File: src/rtl/lot_gate_ctrl_pkg.sv
// Shared definitions for the parking-lot gate controller.
// Contents:
//   gate_state_t     - controller states (IDLE, OPEN_IN, OPEN_OUT, CLOSING)
//   LOT_CAPACITY     - default maximum number of parked cars
//   LOT_CNT_W        - default occupancy count width
//   GATE_TIMEOUT_CYC - default open-gate timeout, in cycles
//   GATE_CLOSE_CYC   - default closed settle interval, in cycles
package lot_pkg;

    typedef enum logic [1:0] {
        IDLE     = 2'd0,
        OPEN_IN  = 2'd1,
        OPEN_OUT = 2'd2,
        CLOSING  = 2'd3
    } gate_state_t;

    localparam int unsigned LOT_CAPACITY     = 15;
    localparam int unsigned LOT_CNT_W        = 4;
    localparam int unsigned GATE_TIMEOUT_CYC = 1000;
    localparam int unsigned GATE_CLOSE_CYC   = 8;

endpackage

File: src/rtl/lot_gate_ctrl_if.sv
// Signal bundle between the lane (buttons, sensor FSM) and the gate controller.
// Signals:
//   entry_req, exit_req  - level requests from the outside / inside buttons
//   enter, exit          - one-cycle passage pulses from the sensor FSM
//   gate_open            - barrier drive
//   dir_in               - 1 = current or last grant was inbound
//   occupancy            - current car count
//   full, empty          - occupancy flags
//   busy                 - controller not idle
//   timeout_err          - one-cycle pulse on an expired open period
// Modports: master = lane side (drives requests/pulses), slave = controller.
interface lot_gate_ctrl_if
    import lot_pkg::*;
#(
    parameter int unsigned CNT_W = LOT_CNT_W
);

    logic             entry_req;
    logic             exit_req;
    logic             enter;
    logic             exit;
    logic             gate_open;
    logic             dir_in;
    logic [CNT_W-1:0] occupancy;
    logic             full;
    logic             empty;
    logic             busy;
    logic             timeout_err;

    modport master (
        output entry_req, exit_req, enter, exit,
        input  gate_open, dir_in, occupancy, full, empty, busy, timeout_err
    );

    modport slave (
        input  entry_req, exit_req, enter, exit,
        output gate_open, dir_in, occupancy, full, empty, busy, timeout_err
    );

endinterface

File: src/rtl/lot_gate_ctrl_occ_counter.sv
// Saturating up/down occupancy counter.
// Ports:
//   clk, reset - clock, asynchronous active-high reset
//   inc, dec   - count up / down requests; both together leave the count unchanged
//   count      - registered count, saturates at 0 and CAPACITY
//   full       - count == CAPACITY
//   empty      - count == 0
module occ_counter
    import lot_pkg::*;
#(
    parameter int unsigned CAPACITY = LOT_CAPACITY,
    parameter int unsigned CNT_W    = LOT_CNT_W
) (
    input  logic             clk,
    input  logic             reset,
    input  logic             inc,
    input  logic             dec,
    output logic [CNT_W-1:0] count,
    output logic             full,
    output logic             empty
);

    logic [CNT_W-1:0] count_q;
    logic [CNT_W-1:0] count_d;

    always_comb begin
        count_d = count_q;
        if (inc && !dec && (count_q != CNT_W'(CAPACITY))) begin
            count_d = count_q + CNT_W'(1);
        end else if (dec && !inc && (count_q != '0)) begin
            count_d = count_q - CNT_W'(1);
        end
    end

    always_ff @(posedge clk or posedge reset) begin
        if (reset) begin
            count_q <= '0;
        end else begin
            count_q <= count_d;
        end
    end

    assign count = count_q;
    assign full  = (count_q == CNT_W'(CAPACITY));
    assign empty = (count_q == '0);

endmodule

File: src/rtl/lot_gate_ctrl.sv
// Shared barrier gate sequencer: grants the single lane to an inbound or
// outbound driver (round-robin on contention), holds the gate open until the
// matching passage pulse or a timeout, then holds it closed for a settle
// interval. Occupancy is tracked from the sensor pulses in every state.
// Ports:
//   clk   - clock
//   reset - asynchronous, active-high reset
//   bus   - lot_gate_ctrl_if.slave (requests, passage pulses, gate/status outputs)
module lot_gate_ctrl
    import lot_pkg::*;
#(
    parameter int unsigned CAPACITY    = LOT_CAPACITY,
    parameter int unsigned CNT_W       = LOT_CNT_W,
    parameter int unsigned TIMEOUT_CYC = GATE_TIMEOUT_CYC,
    parameter int unsigned CLOSE_CYC   = GATE_CLOSE_CYC
) (
    input  logic           clk,
    input  logic           reset,
    lot_gate_ctrl_if.slave bus
);

    localparam int unsigned TO_W = $clog2(TIMEOUT_CYC);
    localparam int unsigned CL_W = $clog2(CLOSE_CYC + 1);

    gate_state_t      state_q, state_d;
    logic             last_in_q, last_in_d;   // last grant was inbound; also drives dir_in
    logic             gate_q, gate_d;
    logic             terr_q, terr_d;
    logic [TO_W-1:0]  to_q, to_d;
    logic [CL_W-1:0]  cl_q, cl_d;

    logic             elig_in;
    logic             elig_out;
    logic [CNT_W-1:0] occ_w;
    logic             full_w;
    logic             empty_w;

    occ_counter #(
        .CAPACITY (CAPACITY),
        .CNT_W    (CNT_W)
    ) u_occ (
        .clk   (clk),
        .reset (reset),
        .inc   (bus.enter),
        .dec   (bus.exit),
        .count (occ_w),
        .full  (full_w),
        .empty (empty_w)
    );

    always_comb begin
        state_d   = state_q;
        last_in_d = last_in_q;
        terr_d    = 1'b0;
        to_d      = '0;
        cl_d      = '0;
        // Eligibility uses the registered flags, so a passage pulse in the
        // grant cycle never cancels that grant.
        elig_in   = bus.entry_req & ~full_w;
        elig_out  = bus.exit_req & ~empty_w;

        case (state_q)
            IDLE: begin
                // Inbound wins if it is the only request, or on contention
                // when the previous grant was outbound.
                if (elig_in && (!elig_out || !last_in_q)) begin
                    state_d   = OPEN_IN;
                    last_in_d = 1'b1;
                end else if (elig_out) begin
                    state_d   = OPEN_OUT;
                    last_in_d = 1'b0;
                end
            end
            OPEN_IN: begin
                if (bus.enter) begin
                    state_d = CLOSING;
                end else if (to_q == TO_W'(TIMEOUT_CYC - 1)) begin
                    state_d = CLOSING;
                    terr_d  = 1'b1;
                end else begin
                    to_d = to_q + TO_W'(1);
                end
            end
            OPEN_OUT: begin
                if (bus.exit) begin
                    state_d = CLOSING;
                end else if (to_q == TO_W'(TIMEOUT_CYC - 1)) begin
                    state_d = CLOSING;
                    terr_d  = 1'b1;
                end else begin
                    to_d = to_q + TO_W'(1);
                end
            end
            CLOSING: begin
                if (cl_q == CL_W'(CLOSE_CYC - 1)) begin
                    state_d = IDLE;
                end else begin
                    cl_d = cl_q + CL_W'(1);
                end
            end
            default: state_d = IDLE;
        endcase

        gate_d = (state_d == OPEN_IN) || (state_d == OPEN_OUT);
    end

    always_ff @(posedge clk or posedge reset) begin
        if (reset) begin
            state_q   <= IDLE;
            last_in_q <= 1'b0;
            gate_q    <= 1'b0;
            terr_q    <= 1'b0;
            to_q      <= '0;
            cl_q      <= '0;
        end else begin
            state_q   <= state_d;
            last_in_q <= last_in_d;
            gate_q    <= gate_d;
            terr_q    <= terr_d;
            to_q      <= to_d;
            cl_q      <= cl_d;
        end
    end

    assign bus.gate_open   = gate_q;
    assign bus.dir_in      = last_in_q;
    assign bus.occupancy   = occ_w;
    assign bus.full        = full_w;
    assign bus.empty       = empty_w;
    assign bus.busy        = (state_q != IDLE);
    assign bus.timeout_err = terr_q;

endmodule

File: src/flat_wrapper.sv
// flat-port wrapper written by rule: the top's interface ports become plain ports
module lot_gate_ctrl_flat import lot_pkg::*;
#(
    parameter int unsigned CAPACITY    = LOT_CAPACITY,
    parameter int unsigned CNT_W       = LOT_CNT_W,
    parameter int unsigned TIMEOUT_CYC = GATE_TIMEOUT_CYC,
    parameter int unsigned CLOSE_CYC   = GATE_CLOSE_CYC
)
  (clk, reset, bus_entry_req, bus_exit_req, bus_enter, bus_exit, bus_gate_open, bus_dir_in, bus_occupancy, bus_full, bus_empty, bus_busy, bus_timeout_err);
  lot_gate_ctrl_if #(.CNT_W(CNT_W)) bus_i ();
  input  logic clk;
  input  logic reset;
  input wire logic [$bits(bus_i.entry_req)-1:0] bus_entry_req;
  input wire logic [$bits(bus_i.exit_req)-1:0] bus_exit_req;
  input wire logic [$bits(bus_i.enter)-1:0] bus_enter;
  input wire logic [$bits(bus_i.exit)-1:0] bus_exit;
  output wire logic [$bits(bus_i.gate_open)-1:0] bus_gate_open;
  output wire logic [$bits(bus_i.dir_in)-1:0] bus_dir_in;
  output wire logic [$bits(bus_i.occupancy)-1:0] bus_occupancy;
  output wire logic [$bits(bus_i.full)-1:0] bus_full;
  output wire logic [$bits(bus_i.empty)-1:0] bus_empty;
  output wire logic [$bits(bus_i.busy)-1:0] bus_busy;
  output wire logic [$bits(bus_i.timeout_err)-1:0] bus_timeout_err;
  assign bus_i.entry_req = bus_entry_req;
  assign bus_i.exit_req = bus_exit_req;
  assign bus_i.enter = bus_enter;
  assign bus_i.exit = bus_exit;
  assign bus_gate_open = bus_i.gate_open;
  assign bus_dir_in = bus_i.dir_in;
  assign bus_occupancy = bus_i.occupancy;
  assign bus_full = bus_i.full;
  assign bus_empty = bus_i.empty;
  assign bus_busy = bus_i.busy;
  assign bus_timeout_err = bus_i.timeout_err;
  lot_gate_ctrl #(.CAPACITY(CAPACITY), .CNT_W(CNT_W), .TIMEOUT_CYC(TIMEOUT_CYC), .CLOSE_CYC(CLOSE_CYC)) u_core (.clk(clk), .reset(reset), .bus(bus_i));
endmodule
File: config.mk
export PLATFORM = sky130hd
export DESIGN_NAME = lot_gate_ctrl_flat
export DESIGN_NICKNAME = d
export VERILOG_FILES = /design/src/rtl/lot_gate_ctrl_pkg.sv /design/src/rtl/lot_gate_ctrl_if.sv /design/src/rtl/lot_gate_ctrl_occ_counter.sv /design/src/rtl/lot_gate_ctrl.sv /design/src/flat_wrapper.sv
export SDC_FILE = /design/constraint.sdc
export NUM_CORES = 1
export LEC_CHECK = 0
export ABC_AREA = 1
export ABC_CLOCK_PERIOD_IN_PS = 4100
export BUFFER_PORTS_ARGS = -buffer_cell sky130_fd_sc_hd__buf_4
export CAP_MARGIN = 5
export CORE_MARGIN = 4
export CORE_UTILIZATION = 55
export DETAILED_ROUTE_END_ITERATION = 6
export HOLD_SLACK_MARGIN = 0.02
export PLACE_DENSITY_LB_ADDON = 0.05
export SYNTH_ARGS = -nofsm -noshare
export SYNTH_HDL_FRONTEND = slang
export SYNTH_HIERARCHICAL = 1
export SYNTH_SLANG_ARGS = --single-unit
File: constraint.sdc
create_clock -name clk -period 4.1 [get_ports clk]
set_clock_uncertainty 0.05 [all_clocks]
set_input_delay 0.205 -clock clk [delete_from_list [all_inputs] [get_ports clk]]
set_output_delay 0.205 -clock clk [all_outputs]
set_load 0.03 [all_outputs]
==> out/qor.yml, run 1 <==
endpoint_kind: "flop"
relSlewSlack_pct: 52.8
yosys_warnings: 6
cp_top_family: "simple AND/OR/NAND/NOR gates"
antenna_found_initial: 0
dp_hpwl_mm: 1.90
setup_viol: 0
chipWidth_um: 58.2
synth_top_area_share_pct: 41.5
nNetsFinal: 204
synth.yosys.seq_area_share_pct: 41.5
reg2reg_from: "u_core/u_occ/count[0]"
min_path_cells: 4
fmax_ghz: 0.524
finalCritPeriodShare_pct: 46.6
synth_cell_types: 31
slew_viol_final: 0
grt_max_degree: 20
ant_nets: 0
synth_area_leaders: "dfrtp_1 42%, nand2_1 11%, ha_1 7.2%, nor2_1 5.7%, inv_1 5.1%"
power_leakage_nw: 0.791
r2r_slack_ns: 2.19
num_antenna_cells: 0
vdd_drop_max_mv: 0.423
clk_latency_ns: 0.32
setup_tns_ns: 0
timing_worst_setup_path_type: "reg2reg"
io_pins: 16
syn_inst: 168
dr.pass1.iters: 4
required_ns: 4.29
synth.avg_cell_area_um2: 8.25
timing.final.ws_setup_ns: 2.19
cpMaxStageDelayCell: "dfrtp_1"
port-buffer-count: 15
cts_resized: 0
place_worst_setup_slack_ns: 2.19
arrival_ns: 2.10
power.density_nw_per_um2: 637
hold-path-endpoint: "u_core/bus.timeout_err"
grt_pass1_vias: 1062
start_util_pct: 60.3
path_buf_inv: 1
drtIter0Drc: 20
clk_pin_slew_ns: 0.13
worst_pin_slew_ns: 0.707
rsz0062_at_grt: "false"
postCtsSetupRepairBufs: 0
critPathMaxFanout: 8
drv_cap: 0
die-area_um2: 3390
vias: 1112
finalHoldViolCount: 0
row_count: 17
cts_max_level: 1
numCtsBuffers: 3
dieHeight_um: 58.2
syn_area_um2: 1390
clock-sinks: 23
startpoint_type: "flop"
grt_pass1_wl_mm: 4.35
min-delay-start: "bus_exit"
finalWirelength_mm: 2.46
clk_path_buf_depth: 2
globalplace.congestion: 0.871
track_usage_pct: 16.7
synth_area_leader_cell: "dfrtp_1"
drcViolationCount: 0
synth.ff_latch_count: 23
min_path_type: "in2reg"
cts_root_buf: "clkbuf_4"
coreArea_um2: 2300
max_stage_delay_ns: 0.50
drive_gt1_share_pct: 19.1
synth_fp_nets: 183
r2r-end: "u_core/u_occ/count[3]"
wire_per_inst_um: 11.4
status: "finished clean"
viasPerCell: 5.15
reg2reg_depth: 10
crit_chain: "nand2_2 -> nor2_4 -> nor2_4 -> clkinv_4 -> ha_1 -> or2_0 -> nand2_1 -> nand3_4 -> nand3_1 -> nand2_1"
syn2layout_area_growth_pct: 13.3
tritoncts: "built"
grt-ovfl-total: 0
fin_crit_ns: 1.91
[kinds of logic after synthesis]
family	synth area share, %
compound gates	6.05
xor+xnor	2.53
fa+ha+maj	8.66
buf+inv	6.59
flops	41.5
simple gates	34.7
[cells in the mapped netlist]
library cell	number
a21oi_1	4
a21oi_4	1
a31oi_1	1
clkinv_1	1
clkinv_4	1
dfrtp_1	23
fa_1	1
ha_1	8
inv_1	19
inv_2	2
nand2_1	41
nand2_2	4
nand2_4	1
nand2_8	1
nand3_1	13
nand3_2	2
nand3_4	1
nand3b_1	1
nand4_1	2
nor2_1	21
nor2_2	2
nor2_4	2
nor3_1	2
nor3_2	1
nor3b_1	1
o211ai_1	1
o21a_1	1
o21ai_0	4
o22ai_1	1
or2_0	1
xor2_1	4
[power breakdown]
group / switching (mW) / leakage [nW] / total, mW / internal, mW
combinational: 0.343 / 0.472 / 0.546 / 0.203
clock: 0.0684 / 0.0150 / 0.107 / 0.0381
sequential: 0.0663 / 0.304 / 0.348 / 0.281
total: 0.478 / 0.791 / 1.00 / 0.522
[final cells by class]
class	instances	area (um^2)
timing repair buffer	16	123
sequential	23	576
clock buffer	4	26.3
inverter	23	91.3
fill	190	727
tap	28	35.0
multi-input combinational	122	719
[per-stage QoR]
stage / power (mW) / instance area [um^2] / std cells / util [%] / hold WS (ns)
after CTS: 1.01 / 1570 / 216 / 68.4 / 0.146
final: 1.00 / 1570 / 216 / 68.4 / 0.159
after floorplan: 0.753 / 1390 / 168 / - / -0.0789
after detailed placement: 0.898 / 1530 / 211 / 66.8 / 0.0555
after global routing: 1.09 / 1570 / 216 / 68.4 / 0.179
after global placement: 0.880 / 1530 / 211 / 66.8 / 0.0582
[registers in the layout (all words and copies together) (netlist names)]
signal                  flops
u_core/bus.dir_in           1
u_core/u_occ/count          4
u_core/bus.timeout_err      1
u_core/cl_q                 4
u_core/bus.gate_open        1
u_core/to_q                10
u_core/state_q              2
[worst reg2reg max path: cells and delay by family, from the launching register on]
family	cells	cell delay, ns
AND/OR/NAND/NOR	8	0.82
flip-flops	1	0.50
adder cells (fa/ha/maj)	1	0.34
buffers and inverters	1	0.11
[how the worst max path moves through the flow]
stage | startpoint | endpoint | slack, ns | depth (start not counted)
floorplan | u_core/u_occ/count[0] | u_core/u_occ/count[3] | 2.03 | 10
global placement | u_core/u_occ/count[0] | u_core/u_occ/count[3] | 2.25 | 10
detailed placement | u_core/u_occ/count[0] | u_core/u_occ/count[3] | 2.19 | 10
CTS | u_core/u_occ/count[0] | u_core/u_occ/count[3] | 2.18 | 10
global route | u_core/u_occ/count[0] | u_core/bus.gate_open | 2.00 | 11
finish | u_core/u_occ/count[0] | u_core/u_occ/count[3] | 2.19 | 10
[metal layers]
| metal | vias up | GRT usage (%) | routed length (um) |
|---|---|---|---|
| li1 | 575 | - | - |
| met1 | 509 | 19.3 | 1140 |
| met2 | 22 | 28.7 | 1170 |
| met3 | 6 | 5.12 | 123 |
| met4 | 0 | 6.29 | 34 |
| met5 | - | 0 | 0 |
[cells in the final DEF, fill, tap and decap left out, types with 2 or more instances in the layout]
cell type / instances
nor2_2: 2
inv_1: 19
dfrtp_1: 23
nor2_1: 21
a21oi_1: 4
nand4_1: 2
nor2_4: 2
nand2_1: 41
xor2_1: 4
nand3_1: 13
inv_2: 2
ha_1: 8
nand3_2: 2
nand2_2: 4
nor3_1: 2
buf_4: 15
clkbuf_4: 3
o21ai_0: 4
[what timing repair did]
action,CTS,global route
endpoints found under the hold margin,23,0
endpoints found under the setup margin,0,0
hold buffers,1,0
Power figures use the tool's default switching activity.
==> inputs of run 2 (changes only) <==
- ABC_CLOCK_PERIOD_IN_PS: 4100 -> 1500
- CORE_UTILIZATION: 55 -> 51
- clock period: 4.1 -> 1.5 ns (I/O delays scaled with it)
==> out/qor.yml, run 2 (same netlist as run 1, synthesis figures left out) <==
status: "finished with violations"
violations: "negative setup slack"
power.density_nw_per_um2: 1840  # +190%
dr.pass1.iters: 4  # unchanged
timing_worst_setup_path_type: "reg2reg"
worst_pin_slew_ns: 0.318  # -0.388 ns
cts_root_buf: "clkbuf_4"
design_area_um2: 2010  # +28%
drv_cap: 0  # unchanged
cts_max_level: 1  # unchanged
slew_viol_final: 0  # unchanged
dieHeight_um: 60.1  # +3.3%
dp_hpwl_mm: 2.19  # +15%
drtIter0Drc: 39  # +95%
relSlewSlack_pct: 78.8  # +26 points
power_leakage_nw: 0.975  # +23%
timing.hold.ws_ns: 0.119  # -0.0403 ns
clock-sinks: 23  # unchanged
endpoint_kind: "flop"
fmax_ghz: 0.612  # +17%
coreArea_um2: 2540  # +11%
antenna_found_initial: 0  # unchanged
grt_max_degree: 20  # unchanged
wire_per_inst_um: 12.6  # +11%
drive_gt1_share_pct: 44.2  # +25 points
switching_power_mw: 1.65  # +240%
num_antenna_cells: 0  # unchanged
row_count: 18  # +1
globalplace.congestion: 0.915  # +5.0%
clk_path_buf_depth: 2  # unchanged
drcViolationCount: 0  # unchanged
viasPerCell: 5.00  # -2.8%
setup_viol: 6  # +6
tritoncts: "built"
arrival_ns: 1.85  # -0.25 ns
min_path_type: "in2reg"
setup_tns_ns: -0.483  # -0.483 ns
vdd_drop_max_mv: 1.85  # +340%
mostFrequentLayoutCells: "44 x buf_4, 35 x nand2_1, 19 x dfrtp_1"
syn2layout_area_growth_pct: 44.9
fin_crit_ns: 1.63  # -0.275 ns
internal-power_mw: 2.05  # +290%
dpl-instance-area_um2: 1760  # +15%
start_util_pct: 54.5  # -5.9 points
finalHoldViolCount: 0  # unchanged
numCtsBuffers: 3  # unchanged
die-area_um2: 3620  # +6.7%
grt-ovfl-total: 0  # unchanged
clk_pin_slew_ns: 0.14  # about the same
grt_pass1_wl_mm: 5.18  # +19%
rsz0062_at_grt: "true"
critPathMaxFanout: 4  # -4
grt_pass1_vias: 1239  # +17%
power.share.clock_pct: 8.2  # -2.5 points
required_ns: 1.72  # -2.57 ns
chipWidth_um: 60.1  # +3.3%
top_register: "u_core/to_q"
seqPwrFrac_pct: 24.1  # -11 points
finalWirelength_mm: 3.21  # +30%
timing.final.ws_setup_ns: -0.134  # -2.32 ns
vias: 1271  # +14%
swShare_pct: 44.6  # -3.2 points
clk_latency_ns: 0.32  # about the same
finalCritPeriodShare_pct: 109  # +62 points
place_worst_setup_slack_ns: -0.164  # -2.36 ns
io_pins: 16  # unchanged
largest_reg_flops: 10  # unchanged
port-buffer-count: 15  # unchanged
startpoint_type: "flop"
ant_nets: 0  # unchanged
combPwrFrac_pct: 67.8  # +13 points
track_usage_pct: 18.8  # +2.2 points
fillCellCount: 179  # -5.8%
mostFrequentLayoutCell: "buf_4"
nNetsFinal: 240  # +18%
-- run 2: changes by cell type in the layout (fill, tap and decap cells not counted), moves of 5 or more --
cell,before,now
nand2_2,4,10
buf_4,15,44
nand2_1,41,35
nor2_1,21,16
-- run 2: metal layers --
metal | wire length, um | track usage (%)
met3 | 91 | 1.94
met2 | 1710 | 32.1
met4 | 68 | 8.23
met1 | 1340 | 23.8
met5 | 0 | 0
-- run 2: area by class of cell --
class	instances	area, um^2	area share (%)
multi-input combinational	122	851	42.4
sequential	23	581	28.9
tap	30	37.5	1.87
clock inverter	1	5.00	0.249
timing repair buffer	52	415	20.7
clock buffer	3	22.5	1.12
inverter	23	96.3	4.80
-- run 2: through the flow --
stage               power (mW)  instances  utilization [%]
finish                    3.69        254             78.9
global route              3.98        254             78.9
global placement          2.87        239             69.1
CTS                       3.38        247             73.6
detailed placement        2.93        239             69.1
floorplan                 2.11        168                -
-- run 2: final timing paths --
check                                 startpoint               endpoint  slack [ns]  cells after the start
setup / recovery           u_core/u_occ/count[3]  u_core/u_occ/count[3]       -0.13                     11
hold / removal                         bus_enter  u_core/u_occ/count[1]        0.12                      5
setup reg to reg           u_core/u_occ/count[3]  u_core/u_occ/count[3]       -0.13                     11
hold reg to reg                   u_core/cl_q[0]         u_core/cl_q[0]        0.42                      1
max in group asynchronous                  reset         u_core/cl_q[0]        0.93                      4
min in group asynchronous                  reset  u_core/u_occ/count[2]        0.13                      3
-- run 2: critical path: stages (launching register included) --
cell      delay [ns]
dfrtp_2         0.45
nand2_2         0.08
nor2_4          0.05
nor2_4          0.11
clkinv_4        0.08
ha_4            0.22
or2_0           0.21
nand2_2         0.08
nand3_4         0.07
nand2_2         0.07
nand2_1         0.05
nand2_1         0.07
-- run 2: timing repair --
action                                  CTS  global route
setup buffers                             1             6
hold buffers                              3             1
gates resized for setup                  14            22
endpoints found under the setup margin   13            18
pin swaps                                 8             5
hold endpoints to repair                 25             1
-- run 2: power groups by stage --
| stage | registers [mW] | logic, mW | clock network [mW] |
|---|---|---|---|
| detailed placement | 0.890 | 2.04 | 0 |
| CTS | 0.880 | 2.19 | 0.308 |
| floorplan | 1.11 | 0.994 | 0 |
| finish | 0.889 | 2.50 | 0.302 |
| global placement | 0.884 | 1.98 | 0 |
| global route | 0.914 | 2.72 | 0.346 |
